--- src/rtl/memory_access_controller_pkg.sv ---
// mem_ctrl_pkg: shared types and constants for the memory access controller.
//   state_e   - controller FSM encoding (IDLE / ACCESS / DONE)
//   grant_e   - which requester owns the current access (fetch / data)
//   ERR_RDATA - read data returned on an aborted (timed-out) access
package mem_ctrl_pkg;

    typedef enum logic [1:0] {
        IDLE   = 2'd0,
        ACCESS = 2'd1,
        DONE   = 2'd2
    } state_e;

    typedef enum logic {
        GNT_FETCH = 1'b0,
        GNT_DATA  = 1'b1
    } grant_e;

    localparam logic [31:0] ERR_RDATA = 32'hDEAD_BEEF;

endpackage

--- src/rtl/memory_access_controller_if.sv ---
// memory_access_controller_if: bundles the fetch port, the data port, the
// status outputs and the unified memory port.
//   slave  - controller view: takes requests, returns acks, drives memory.
//   master - environment view: issues requests and models the memory.
interface memory_access_controller_if #(
    parameter int AW = 32,
    parameter int DW = 32
);
    logic          f_req;
    logic [AW-1:0] f_addr;
    logic          f_ack;
    logic [DW-1:0] f_rdata;

    logic          d_req;
    logic          d_we;
    logic [AW-1:0] d_addr;
    logic [DW-1:0] d_wdata;
    logic          d_ack;
    logic [DW-1:0] d_rdata;

    logic          err;
    logic          busy;

    logic          mem_en;
    logic          mem_we;
    logic [AW-1:0] mem_addr;
    logic [DW-1:0] mem_wdata;
    logic [DW-1:0] mem_rdata;
    logic          mem_ready;

    modport slave (
        input  f_req, f_addr, d_req, d_we, d_addr, d_wdata, mem_rdata, mem_ready,
        output f_ack, f_rdata, d_ack, d_rdata, err, busy,
               mem_en, mem_we, mem_addr, mem_wdata
    );

    modport master (
        output f_req, f_addr, d_req, d_we, d_addr, d_wdata, mem_rdata, mem_ready,
        input  f_ack, f_rdata, d_ack, d_rdata, err, busy,
               mem_en, mem_we, mem_addr, mem_wdata
    );
endinterface

--- src/rtl/memory_access_controller_arb.sv ---
// mem_rr_arbiter: combinational 2-way round-robin arbiter.
//   f_req, d_req - requests
//   last_grant   - owner of the previous completed access (held by parent)
//   grant        - winner; on a tie the port that did not go last wins
//   valid        - at least one request present
module mem_rr_arbiter
    import mem_ctrl_pkg::*;
(
    input  logic   f_req,
    input  logic   d_req,
    input  grant_e last_grant,
    output grant_e grant,
    output logic   valid
);
    always_comb begin
        valid = f_req | d_req;
        grant = GNT_FETCH;
        if (f_req && d_req) begin
            grant = (last_grant == GNT_FETCH) ? GNT_DATA : GNT_FETCH;
        end else if (d_req) begin
            grant = GNT_DATA;
        end
    end
endmodule

--- src/rtl/memory_access_controller.sv ---
// memory_access_controller: shares one memory port between instruction fetch
// (read-only) and data load/store. Each access runs IDLE -> ACCESS -> DONE:
// request and operands are latched in IDLE, the memory is strobed in ACCESS
// until mem_ready, and the granted port gets a one-cycle ack in DONE.
// Ports:
//   clk  - rising-edge clock
//   rst  - synchronous, active-low reset
//   bus  - memory_access_controller_if.slave (requesters, status, memory)
// Optional feature: define MEM_TIMEOUT_EN to abort an ACCESS that has waited
// TIMEOUT_CYCLES cycles without mem_ready; the ack then carries err=1 and
// read data ERR_RDATA. Without it ACCESS waits indefinitely and err is 0.
module memory_access_controller
    import mem_ctrl_pkg::*;
#(
    parameter int AW             = 32,
    parameter int DW             = 32,
    parameter int TIMEOUT_CYCLES = 16
) (
    input  logic                       clk,
    input  logic                       rst,
    memory_access_controller_if.slave  bus
);
    state_e        state_q, state_d;
    grant_e        grant_q, grant_d;
    grant_e        last_grant_q, last_grant_d;
    logic [AW-1:0] addr_q, addr_d;
    logic          we_q, we_d;
    logic [DW-1:0] wdata_q, wdata_d;
    logic [DW-1:0] data_q, data_d;
    logic          abort;

    grant_e arb_grant;
    logic   arb_valid;

    mem_rr_arbiter u_arb (
        .f_req      (bus.f_req),
        .d_req      (bus.d_req),
        .last_grant (last_grant_q),
        .grant      (arb_grant),
        .valid      (arb_valid)
    );

`ifdef MEM_TIMEOUT_EN
    localparam logic [7:0] CNT_LAST = 8'(TIMEOUT_CYCLES - 1);
    logic [7:0] cnt_q, cnt_d;
    logic       err_q, err_d;
    assign abort = err_q;
`else
    assign abort = 1'b0;
`endif

    always_ff @(posedge clk) begin
        if (!rst) begin
            state_q      <= IDLE;
            grant_q      <= GNT_FETCH;
            last_grant_q <= GNT_DATA;   // fetch wins the first tie
            addr_q       <= '0;
            we_q         <= 1'b0;
            wdata_q      <= '0;
            data_q       <= '0;
`ifdef MEM_TIMEOUT_EN
            cnt_q        <= '0;
            err_q        <= 1'b0;
`endif
        end else begin
            state_q      <= state_d;
            grant_q      <= grant_d;
            last_grant_q <= last_grant_d;
            addr_q       <= addr_d;
            we_q         <= we_d;
            wdata_q      <= wdata_d;
            data_q       <= data_d;
`ifdef MEM_TIMEOUT_EN
            cnt_q        <= cnt_d;
            err_q        <= err_d;
`endif
        end
    end

    always_comb begin
        state_d      = state_q;
        grant_d      = grant_q;
        last_grant_d = last_grant_q;
        addr_d       = addr_q;
        we_d         = we_q;
        wdata_d      = wdata_q;
        data_d       = data_q;
`ifdef MEM_TIMEOUT_EN
        cnt_d        = cnt_q;
        err_d        = err_q;
`endif
        case (state_q)
            IDLE: begin
                if (arb_valid) begin
                    grant_d = arb_grant;
                    if (arb_grant == GNT_DATA) begin
                        addr_d  = bus.d_addr;
                        we_d    = bus.d_we;
                        wdata_d = bus.d_wdata;
                    end else begin
                        addr_d  = bus.f_addr;
                        we_d    = 1'b0;         // fetch is read-only
                        wdata_d = '0;
                    end
`ifdef MEM_TIMEOUT_EN
                    cnt_d = '0;
                    err_d = 1'b0;
`endif
                    state_d = ACCESS;
                end
            end
            ACCESS: begin
                if (bus.mem_ready) begin
                    if (!we_q) begin
                        data_d = bus.mem_rdata;
                    end
                    state_d = DONE;
                end
`ifdef MEM_TIMEOUT_EN
                // A late mem_ready on the expiry cycle still completes normally.
                else if (cnt_q == CNT_LAST) begin
                    err_d   = 1'b1;
                    state_d = DONE;
                end else begin
                    cnt_d = cnt_q + 8'd1;
                end
`endif
            end
            DONE: begin
                last_grant_d = grant_q;
                state_d      = IDLE;
            end
            default: state_d = IDLE;
        endcase
    end

    // Outputs decode straight from registered state, so a reset edge clears
    // them for the following cycle.
    logic          in_access, in_done;
    logic [DW-1:0] ack_rdata;

    assign in_access = (state_q == ACCESS);
    assign in_done   = (state_q == DONE);
    assign ack_rdata = abort ? DW'(ERR_RDATA) : data_q;

    assign bus.busy      = (state_q != IDLE);
    assign bus.mem_en    = in_access;
    assign bus.mem_we    = in_access & we_q;
    assign bus.mem_addr  = in_access ? addr_q  : '0;
    assign bus.mem_wdata = in_access ? wdata_q : '0;
    assign bus.f_ack     = in_done & (grant_q == GNT_FETCH);
    assign bus.d_ack     = in_done & (grant_q == GNT_DATA);
    assign bus.f_rdata   = bus.f_ack ? ack_rdata : '0;
    assign bus.d_rdata   = bus.d_ack ? ack_rdata : '0;
    assign bus.err       = in_done & abort;
endmodule

--- src/flat_wrapper.sv ---
// flat-port wrapper written by rule: the top's interface ports become plain ports
module memory_access_controller_flat import mem_ctrl_pkg::*;
#(
    parameter int AW             = 32,
    parameter int DW             = 32,
    parameter int TIMEOUT_CYCLES = 16
)
  (clk, rst, bus_f_req, bus_f_addr, bus_d_req, bus_d_we, bus_d_addr, bus_d_wdata, bus_mem_rdata, bus_mem_ready, bus_f_ack, bus_f_rdata, bus_d_ack, bus_d_rdata, bus_err, bus_busy, bus_mem_en, bus_mem_we, bus_mem_addr, bus_mem_wdata);
  memory_access_controller_if #(.AW(AW), .DW(DW)) bus_i ();
  input  logic clk;
  input  logic rst;
  input wire logic [$bits(bus_i.f_req)-1:0] bus_f_req;
  input wire logic [$bits(bus_i.f_addr)-1:0] bus_f_addr;
  input wire logic [$bits(bus_i.d_req)-1:0] bus_d_req;
  input wire logic [$bits(bus_i.d_we)-1:0] bus_d_we;
  input wire logic [$bits(bus_i.d_addr)-1:0] bus_d_addr;
  input wire logic [$bits(bus_i.d_wdata)-1:0] bus_d_wdata;
  input wire logic [$bits(bus_i.mem_rdata)-1:0] bus_mem_rdata;
  input wire logic [$bits(bus_i.mem_ready)-1:0] bus_mem_ready;
  output wire logic [$bits(bus_i.f_ack)-1:0] bus_f_ack;
  output wire logic [$bits(bus_i.f_rdata)-1:0] bus_f_rdata;
  output wire logic [$bits(bus_i.d_ack)-1:0] bus_d_ack;
  output wire logic [$bits(bus_i.d_rdata)-1:0] bus_d_rdata;
  output wire logic [$bits(bus_i.err)-1:0] bus_err;
  output wire logic [$bits(bus_i.busy)-1:0] bus_busy;
  output wire logic [$bits(bus_i.mem_en)-1:0] bus_mem_en;
  output wire logic [$bits(bus_i.mem_we)-1:0] bus_mem_we;
  output wire logic [$bits(bus_i.mem_addr)-1:0] bus_mem_addr;
  output wire logic [$bits(bus_i.mem_wdata)-1:0] bus_mem_wdata;
  assign bus_i.f_req = bus_f_req;
  assign bus_i.f_addr = bus_f_addr;
  assign bus_i.d_req = bus_d_req;
  assign bus_i.d_we = bus_d_we;
  assign bus_i.d_addr = bus_d_addr;
  assign bus_i.d_wdata = bus_d_wdata;
  assign bus_i.mem_rdata = bus_mem_rdata;
  assign bus_i.mem_ready = bus_mem_ready;
  assign bus_f_ack = bus_i.f_ack;
  assign bus_f_rdata = bus_i.f_rdata;
  assign bus_d_ack = bus_i.d_ack;
  assign bus_d_rdata = bus_i.d_rdata;
  assign bus_err = bus_i.err;
  assign bus_busy = bus_i.busy;
  assign bus_mem_en = bus_i.mem_en;
  assign bus_mem_we = bus_i.mem_we;
  assign bus_mem_addr = bus_i.mem_addr;
  assign bus_mem_wdata = bus_i.mem_wdata;
  memory_access_controller #(.AW(AW), .DW(DW), .TIMEOUT_CYCLES(TIMEOUT_CYCLES)) u_core (.clk(clk), .rst(rst), .bus(bus_i));
endmodule
--- config.mk ---
export PLATFORM = sky130hd
export DESIGN_NAME = memory_access_controller_flat
export DESIGN_NICKNAME = d
export VERILOG_FILES = /design/src/rtl/memory_access_controller_pkg.sv /design/src/rtl/memory_access_controller_if.sv /design/src/rtl/memory_access_controller_arb.sv /design/src/rtl/memory_access_controller.sv /design/src/flat_wrapper.sv
export SDC_FILE = /design/constraint.sdc
export NUM_CORES = 1
export LEC_CHECK = 0
export BUFFER_PORTS_ARGS = -buffer_cell sky130_fd_sc_hd__buf_2
export CAP_MARGIN = 20
export CORE_MARGIN = 4
export CORE_UTILIZATION = 24
export DETAILED_ROUTE_END_ITERATION = 10
export HOLD_SLACK_MARGIN = 0.15
export SYNTH_ARGS = -nofsm -noshare
export SYNTH_HDL_FRONTEND = slang
export SYNTH_SLANG_ARGS = --single-unit
--- constraint.sdc ---
create_clock -name clk -period 1.4 [get_ports clk]
set_input_delay 0.21 -clock clk [delete_from_list [all_inputs] [get_ports clk]]
set_output_delay 0.21 -clock clk [all_outputs]
set_load 0.02 [all_outputs]
# --- Word-level counts from Yosys, hierarchy flattened ---
# Index checks and enable logic that the tools add are counted.
op_classes:
  add_sub_neg: 0
  multipliers: 0
  div: 0
  order_cmp: 0
  n_eq_ne: 4
  n_shift: 0
  muxes: 13
  bitwise_logic: 6
  reduce_logical: 6
op_table:
  columns: ["cell", "n"]
  rows:
  - ["two-way mux 32 bit", 6]
  - ["two-way mux 1 bit", 4]
  - ["two-way mux 2 bit", 2]
  - ["case mux 2 bit (2 select lines)", 1]
  - ["AND reduction 2 bit", 2]
  - ["AND 1 bit", 3]
  - ["AND reduction 3 bit", 1]
  - ["equality test 2 x 1 -> 1 bit, second input constant", 1]
  - ["equality test 2 bit, second input constant", 1]
  - ["zero test 2 bit", 1]
  - ["!= test 2 x 1 -> 1 bit, second input constant", 1]
  - ["!= test 2 bit, second input constant", 1]
  - ["NOT 1 bit", 2]
  - ["nonzero test 2 bit", 1]
  - ["logical AND 1 bit", 1]
  - ["bitwise OR 1 bit", 1]
totals:
  register_bits: 101
  latchBits: 0
  ramBits: 0
  mem_bits_ro: 0
  inputBits: 134
  elab_cells: 36
  memories: 0

# --- Longest topological paths before layout ---
# Gate-level depths: netlist (run 1).
depth:
  word_depth: 3
  depth_mapped: 6

# --- Hierarchy ---
# From an unflattened synthesis (run 1), not the netlist that was laid out.
unflattened:
  hier_cells: 567
  area_unflattened_um2: 4754.6
by_module_without_submodules:
  columns: ["mod", "instances", "cells_each", "area_per_inst_um2", "seq_area_each_um2"]
  rows:
  - ["memory_access_controller", 1, 565, 4740.8, 2021.9]
  - ["mem_rr_arbiter", 1, 2, 13.8, 0.0]

# --- Worst setup path before layout (run 1) ---
# No wires, ideal clock.
synth_timing:
  path_kind: "flip-flop to output port"
  start: "register u_core.state_q[0]"
  end: "output port bus_f_rdata[22]"
  arrival_ps: 1359
  slack_ps: -169
  path_stages_with_launch: 5
  path_buffers: 1
  cell_sequence: "dfxtp_1 -> nand2b_1 -> nor2_1 -> clkbuf_1 -> and2_1"
synth_between:
  elab_chain_cells: 3
synth_rtl:
  columns: ["item", "line_no", "text"]
  rows:
  - ["from (decl)", "memory_access_controller.sv:23", "state_e state_q, state_d;"]
  - ["from (signal assigned)", "memory_access_controller.sv:66", "state_q <= state_d;"]
  - ["equality test 2 bit", "memory_access_controller.sv:143", "assign in_done = (state_q == DONE);"]
  - ["AND 1 bit", "memory_access_controller.sv:151", "assign bus.f_ack = in_done & (grant_q == GNT_FETCH);"]
  - ["via bus_f_ack", "flat_wrapper.sv:20", "output wire logic [$bits(bus_i.f_ack)-1:0] bus_f_ack;"]
  - ["two-way mux 32 bit", "memory_access_controller.sv:153", "assign bus.f_rdata = bus.f_ack ? ack_rdata : '0;"]
  - ["to (decl)", "flat_wrapper.sv:21", "output wire logic [$bits(bus_i.f_rdata)-1:0] bus_f_rdata;"]
# The timed path passes the listed nets, and every way through them passes these cells.

# --- Worst setup path after layout (run 1) ---
layout_timing:
  start: "register u_core.state_q[1]"
  end: "output port bus_mem_addr[0]"
layout_between:
  elab_chain_cells: 2
layout_rtl:
  columns: ["item", "line_no", "text"]
  rows:
  - ["equality test 2 x 1 -> 1 bit", "memory_access_controller.sv:142", "assign in_access = (state_q == ACCESS);"]
  - ["two-way mux 32 bit", "memory_access_controller.sv:149", "assign bus.mem_addr = in_access ? addr_q : '0;"]
  - ["to (decl)", "flat_wrapper.sv:28", "output wire logic [$bits(bus_i.mem_addr)-1:0] bus_mem_addr;"]
# Every way passes these cells.

==> results of run 1 <==
flip-flops by register name (all words and copies together), names as in the netlist:
register,count
u_core.state_q,2
u_core.addr_q,32
u_core.we_q,1
u_core.last_grant_q,1
u_core.ack_rdata,32
u_core.wdata_q,32
u_core.grant_q,1
kinds of logic after synthesis:
| logic type | count (synthesis) | synth area share [%] |
|---|---|---|
| simple gates | 271 | 28.88 |
| compound gates | 136 | 23.43 |
| other cells | 1 | 0.07785 |
| flops | 101 | 41.97 |
| buf+inv | 56 | 5.636 |
metrics by stage:
stage | power (mW) | hold slack (ns) | setup TNS (ns) | util (%)
finish | 8.168 | 0.1698 | -62.55 | 51.52
global route | 8.544 | 0.1535 | -74.62 | 51.52
CTS | 7.960 | 0.1506 | -47.51 | 47.22
detailed placement | 4.567 | 0.4310 | -3.517 | 33.69
global placement | 4.553 | 0.4274 | -2.604 | 33.69
floorplan | 4.031 | 0.2719 | -0.03359 | -
what timing repair did:
action	CTS	global route
gates resized for setup	239	179
buffers inserted	22	9
setup endpoints to repair	166	232
hold buffers	121	0
pin swaps	34	28
gates cloned	7	15
endpoints found under the hold margin	95	0
power breakdown:
group	internal (mW)	total (mW)	switching, mW
logic	1.35	2.41	1.06
registers	3.07	3.22	0.150
clock network	1.44	2.54	1.10
placed cells by master (no fill, tap or decap), types with 17 or more instances in the layout:
cell and n:
buf_6 136, nand2_1 129, a311oi_2 30, a22o_1 33, buf_12 24, and2_4 99
dlygate4sd3_1 121, a21oi_1 40, clkbuf_16 21, a21oi_2 17, buf_2 143, buf_4 22
and2_1 27, dfxtp_1 98
critical path: stages (launching register included):
cell and delay, ns:
dfxtp_4 0.36, and2b_4 0.29, buf_12 0.15, clkbuf_16 0.16, and2_4 0.15, buf_6 0.11
metal layers:
layer,global-route usage [%],up-vias
met5,0,-
met4,6.770,0
met3,3.422,48
met2,31.90,264
met1,18.89,2710
li1,-,2742
how the worst min path moves through the flow:
| stage | start | to | slack [ns] | depth (start not counted) |
|---|---|---|---|---|
| after floorplan | rst | u_core.last_grant_q | 0.27 | 1 |
| after global placement | bus_d_wdata[27] | u_core.wdata_q[27] | 0.43 | 2 |
| after detailed placement | bus_d_wdata[12] | u_core.wdata_q[12] | 0.43 | 2 |
| after CTS | bus_d_addr[20] | u_core.addr_q[20] | 0.15 | 3 |
| after global routing | bus_d_addr[21] | u_core.addr_q[21] | 0.15 | 3 |
| final | bus_d_addr[30] | u_core.addr_q[30] | 0.17 | 3 |
cell type report:
cell class / instances / share of cell area (%)
Multi-Input combinational cell: 409 / 29.53
Inverter: 2 / 0.07439
Timing Repair Buffer: 460 / 44.06
Tap cell: 265 / 3.285
Clock buffer: 13 / 2.480
Clock inverter: 3 / 0.4463
Sequential cell: 101 / 20.12
==> impl_table.tex, run 1 <==
\begin{tabular}{lr}
\hline
Metric & Value \\
\hline
\multicolumn{2}{l}{\textbf{Route}} \\
WL final & 22860 um \\
M1 wire length & 8817 um \\
Detailed route wirelength on metal2 & 11870 um \\
1st-iter DRT viols & 212 \\
Detailed-route via count & 5764 \\
Vias per Instance & 4.600 \\
Length of the first detailed-routing pass in iterations & 5 \\
Antenna-violating nets left & 0 \\
Top sig layer & met4 \\
Post-detailed-route wirelength per cell & 18.25 um \\
Met3 wirelength from detailed routing & 1404 um \\
DR DRC count & 0 \\
\multicolumn{2}{l}{\textbf{STA}} \\
Worst slew margin & 65.92\% \\
Min cycle time layout & 1.775 ns \\
Transition time at the pin with the least slew margin & 0.5112 ns \\
Endpoints failing setup & 232 \\
Setup Skew & 0.01085 ns \\
Unrepaired setup endpoints after global routing & true \\
Endpoints failing hold & 0 \\
Worst Slack Setup Final & -0.3750 ns \\
Max Slew Vio Count & 0 \\
Final cycle utilization of the critical path & 126.8\% \\
Timing-limited maximum frequency & 563.4 MHz \\
\multicolumn{2}{l}{\textbf{Place}} \\
Weighted congestion reported at the end of routability-driven placement & 0.7740 \\
Total placed instance area & 6600 um\^{}2 \\
I/O Buffers & 266 \\
Placed cell count & 1070 \\
Worst slack at placement & -0.1325 ns \\
DP HPWL & 11730 um \\
\multicolumn{2}{l}{\textbf{Power}} \\
Ratio of total power to cell area & 809.3 nW/um\^{}2 \\
Peak supply drop & 0.0005635 V \\
Static Leakage & 4.435 nW \\
\multicolumn{2}{l}{\textbf{Worst setup path}} \\
Source of the critical timing path & u\_core.state\_q[1] \\
Arrival time worst endpoint & 1.56 ns \\
Worst-path maximum fanout & 7 \\
Worst Setup EP & bus\_mem\_addr[0] \\
CP required & 1.19 ns \\
Setup CP Type & flip-flop to output port \\
Critical register-to-register path startpoint & u\_core.state\_q[1] \\
Worst r2r dst & u\_core.wdata\_q[25] \\
Critical Path End Type & output port \\
Slack of the worst reg-to-reg path & -0.32 ns \\
Worst reg-to-reg path cell count & 9 \\
CP Launch Type & flip-flop \\
\multicolumn{2}{l}{\textbf{GRT}} \\
Largest net degree at the start of global routing & 42 \\
Overflow left after global routing & 0 \\
Number of antenna violations at the first check in global routing & 0 \\
Via count of the first global-routing pass & 5733 \\
Total global-route track usage & 17.09\% \\
Global-route wire length before repair & 30260 um \\
\multicolumn{2}{l}{\textbf{Die}} \\
Cell row count & 51 \\
Core Area & 19590 um\^{}2 \\
Die footprint & 22400 um\^{}2 \\
Die X-Extent & 149.7 um \\
Initial Utilization & 24.59\% \\
Ports placed on the boundary & 268 \\
Die outline height & 149.7 um \\
\multicolumn{2}{l}{\textbf{Synthesis}} \\
EDFF count, synth & 0 \\
Mean area per synthesized cell & 8.526 um\^{}2 \\
Number of cells produced by synthesis & 565 \\
Portion of synthesized cell area occupied by the leading cell type & 41.97\% \\
Most frequently used flop master after synthesis & dfxtp\_1 \\
Top cells by count, synth & 129 x and2\_1, 129 x nand2\_1, 101 x dfxtp\_1, 65 x a21oi\_1, 33 x a22o\_1 \\
Post-synth ARST share & 0\% \\
Sequential cell area fraction in the yosys report & 41.97\% \\
Number of warning messages in the yosys log & 0 \\
Netlist area before placement & 4817 um\^{}2 \\
Library cell with the largest summed area after synthesis & dfxtp\_1 \\
Total nets after synthesis & 699 \\
Register bit count reported by yosys & 101 \\
Ranking of synthesized cells by area & dfxtp\_1 42\%, and2\_1 17\%, nand2\_1 10\% \\
Yosys cell types & 31 \\
\multicolumn{2}{l}{\textbf{Clock network}} \\
Clock sink count & 101 \\
Clock Path Buffers & 2 \\
H-tree level count & 3 \\
Clk Latency, worst-skew pair & 0.35 ns \\
CTS buffer count & 9 \\
CTS clock-pin slew for the worst setup and hold paths & 0.08 ns \\
Clock tree from TritonCTS & done \\
Buffer cell driving the clock tree root & clkbuf\_16 \\
\multicolumn{2}{l}{\textbf{Cells and area}} \\
Share of layout cells above drive strength 1 & 53.24\% \\
Final standard cell count with taps included and fillers excluded & 1253 \\
Area growth syn-to-layout & 109.5\% \\
Storage element area & 2031 um\^{}2 \\
Total number of nets in the final design & 1117 \\
Area taken by multi-input logic gates & 2980 um\^{}2 \\
Number of filler cells placed in the layout & 1683 \\
Count of antenna diodes in the layout & 0 \\
Summed area of non-filler cells in the final layout & 10090 um\^{}2 \\
\multicolumn{2}{l}{\textbf{Status}} \\
Result of the run & finished, violations left \\
Failing checks & setup timing \\
\multicolumn{2}{l}{\textbf{Worst hold path}} \\
Class of the tightest hold or removal check & primary input to flip-flop \\
\multicolumn{2}{l}{\textbf{Job}} \\
Max\_cap viols & 0 \\
\hline
\end{tabular}
(Power assumes the default switching activity.)
==> run 2, diff against run 1 <==
==> constraint.sdc (replaced) <==
create_clock -name clk -period 2 [get_ports clk]
set_input_delay 0.3 -clock clk [delete_from_list [all_inputs] [get_ports clk]]
set_output_delay 0.3 -clock clk [all_outputs]
set_load 0.02 [all_outputs]
==> impl_table.tex, run 2 (same netlist as run 1, synthesis figures left out) <==
\begin{tabular}{lr}
\hline
Metric & Value \\
\hline
\multicolumn{2}{l}{\textbf{Die}} \\
Initial Utilization & 24.59\% \\
Die X-Extent & 149.7 um \\
Die footprint & 22400 um\^{}2 \\
Ports placed on the boundary & 268 \\
Cell row count & 51 \\
Die outline height & 149.7 um \\
Core Area & 19590 um\^{}2 \\
\multicolumn{2}{l}{\textbf{STA}} \\
Max Slew Vio Count & 0 \\
Worst slew margin & 61.91\% \\
Transition time at the pin with the least slew margin & 0.5713 ns \\
Endpoints failing setup & 0 \\
Unrepaired setup endpoints after global routing & false \\
Setup Skew & 0.006638 ns \\
Worst Slack Setup Final & 0.1005 ns \\
Total Neg Setup Slack & 0 ns \\
Endpoints failing hold & 0 \\
Final cycle utilization of the critical path & 94.97\% \\
Timing-limited maximum frequency & 526.5 MHz \\
Worst Hold Slack & 0.1722 ns \\
Min cycle time layout & 1.899 ns \\
\multicolumn{2}{l}{\textbf{GRT}} \\
Overflow left after global routing & 0 \\
Largest net degree at the start of global routing & 40 \\
Global-route wire length before repair & 24410 um \\
Via count of the first global-routing pass & 4578 \\
Total global-route track usage & 13.72\% \\
Number of antenna violations at the first check in global routing & 1 \\
\multicolumn{2}{l}{\textbf{Power}} \\
Ratio of total power to cell area & 734.4 nW/um\^{}2 \\
Switching power & 1.352 mW \\
Switching power share of the total & 27.20\% \\
Peak supply drop & 0.0003744 V \\
Combinational fraction of design power & 17.4\% \\
Portion of total power attributed to the clock network & 37.7\% \\
Cell internal pwr & 3.618 mW \\
Static Leakage & 3.256 nW \\
Sequential power share & 44.9\% \\
Design Power & 4.970 mW \\
\multicolumn{2}{l}{\textbf{Route}} \\
Vias per Instance & 4.351 \\
DR DRC count & 0 \\
Detailed-route via count & 4703 \\
1st-iter DRT viols & 160 \\
Antenna-violating nets left & 0 \\
Length of the first detailed-routing pass in iterations & 4 \\
WL final & 16140 um \\
Post-detailed-route wirelength per cell & 14.93 um \\
\multicolumn{2}{l}{\textbf{Worst setup path}} \\
Biggest cell delay along the critical path & 0.43 ns \\
CP required & 1.70 ns \\
CP Launch Type & flip-flop \\
Worst-path maximum fanout & 34 \\
Arrival time worst endpoint & 1.60 ns \\
Cells along the critical path & and3b\_1, buf\_4, and2\_1, buf\_2 \\
Critical Path End Type & output port \\
Critical Path Slowest Stage Cell & dfxtp\_2 \\
Setup CP Type & flip-flop to output port \\
\multicolumn{2}{l}{\textbf{Cells and area}} \\
Area growth syn-to-layout & 40.49\% \\
Total number of nets in the final design & 944 \\
Number of filler cells placed in the layout & 2138 \\
Final standard cell count with taps included and fillers excluded & 1081 \\
Utilization of the core after routing & 34.55\% \\
Most common library cell in the layout ignoring fill and taps & buf\_2 \\
Summed area of non-filler cells in the final layout & 6768 um\^{}2 \\
Commonest cells after routing, fill and taps aside & 266 x buf\_2, 129 x and2\_1, 129 x nand2\_1 \\
Share of layout cells above drive strength 1 & 41.47\% \\
\multicolumn{2}{l}{\textbf{Place}} \\
I/O Buffers & 266 \\
Weighted congestion reported at the end of routability-driven placement & 0.7482 \\
Placed cell count & 1058 \\
Total placed instance area & 6357 um\^{}2 \\
Worst slack at placement & 0.3355 ns \\
DP HPWL & 11410 um \\
\multicolumn{2}{l}{\textbf{Job}} \\
Max\_cap viols & 0 \\
\multicolumn{2}{l}{\textbf{Clock network}} \\
H-tree level count & 3 \\
Clock Path Buffers & 2 \\
Clock tree from TritonCTS & done \\
Clock sink count & 101 \\
Clk Latency, worst-skew pair & 0.34 ns \\
CTS buffer count & 9 \\
Buffer cell driving the clock tree root & clkbuf\_16 \\
Buffers inserted during post-CTS setup optimization & 0 \\
CTS clock-pin slew for the worst setup and hold paths & 0.07 ns \\
\multicolumn{2}{l}{\textbf{Status}} \\
Result of the run & completed \\
\multicolumn{2}{l}{\textbf{Worst hold path}} \\
Class of the tightest hold or removal check & primary input to flip-flop \\
\hline
\end{tabular}
-- run 2: cell count changes in the layout (fill, tap and decap cells not counted), moves of 23 or more --
| cell | change |
|---|---|
| a21oi_1 | +25 |
| and2_4 | -98 |
| dlygate4sd3_1 | -116 |
| buf_12 | -23 |
| buf_2 | +123 |
| and2_1 | +102 |
| buf_6 | -134 |
-- run 2: power by group through the flow --
stage | registers (mW) | logic [mW] | clock network (mW)
6_report | 2.23 | 0.864 | 1.87
3_3_place_gp | 2.27 | 0.851 | 0
5_1_grt | 2.25 | 0.957 | 2.04
2_1_floorplan | 2.24 | 0.572 | 0
3_5_place_dp | 2.28 | 0.858 | 0
4_1_cts | 2.23 | 0.869 | 1.97
-- run 2: timing repair --
action,CTS,global route
gates resized for setup,2,9
gates cloned,0,1
setup endpoints to repair,7,88
hold endpoints to repair,5,0
hold buffers,5,0
-- run 2: cell type report --
| type | count | area, um^2 | share of cell area (%) |
|---|---|---|---|
| multi-input combinational | 408 | 2547 | 37.64 |
| sequential | 101 | 2024 | 29.91 |
| timing repair buffer | 288 | 1536 | 22.70 |
| inverter | 2 | 7.507 | 0.1109 |
| clock buffer | 11 | 232.7 | 3.439 |
| clock inverter | 5 | 85.08 | 1.257 |
| antenna | 1 | 2.502 | 0.03698 |
| tap | 265 | 331.6 | 4.899 |
-- run 2: path summary, 6_finish.rpt --
kind	startpoint	end	slack, ns	cells after the start
setup / recovery	u_core.state_q[1]	bus_d_rdata[11]	0.10	4
hold / removal	bus_d_wdata[18]	u_core.wdata_q[18]	0.17	2
setup reg to reg	u_core.state_q[1]	u_core.addr_q[14]	0.43	3
hold reg to reg	u_core.ack_rdata[15]	u_core.ack_rdata[15]	0.46	2
-- run 2: worst max-delay path, delay by kind of cell (launching register included) --
kind                   cells  cell delay, ns
AND/OR/NAND/NOR            2            0.38
flip-flops                 1            0.43
buffers and inverters      2            0.44
-- run 2: layer usage --
metal | vias to the layer above | part of all wire [%] | track usage (%)
met4 | 0 | 1.4 | 4.117
li1 | 2391 | - | -
met5 | - | 0 | 0
met1 | 2113 | 42 | 16.47
met3 | 13 | 8.0 | 3.150
met2 | 186 | 48 | 24.39
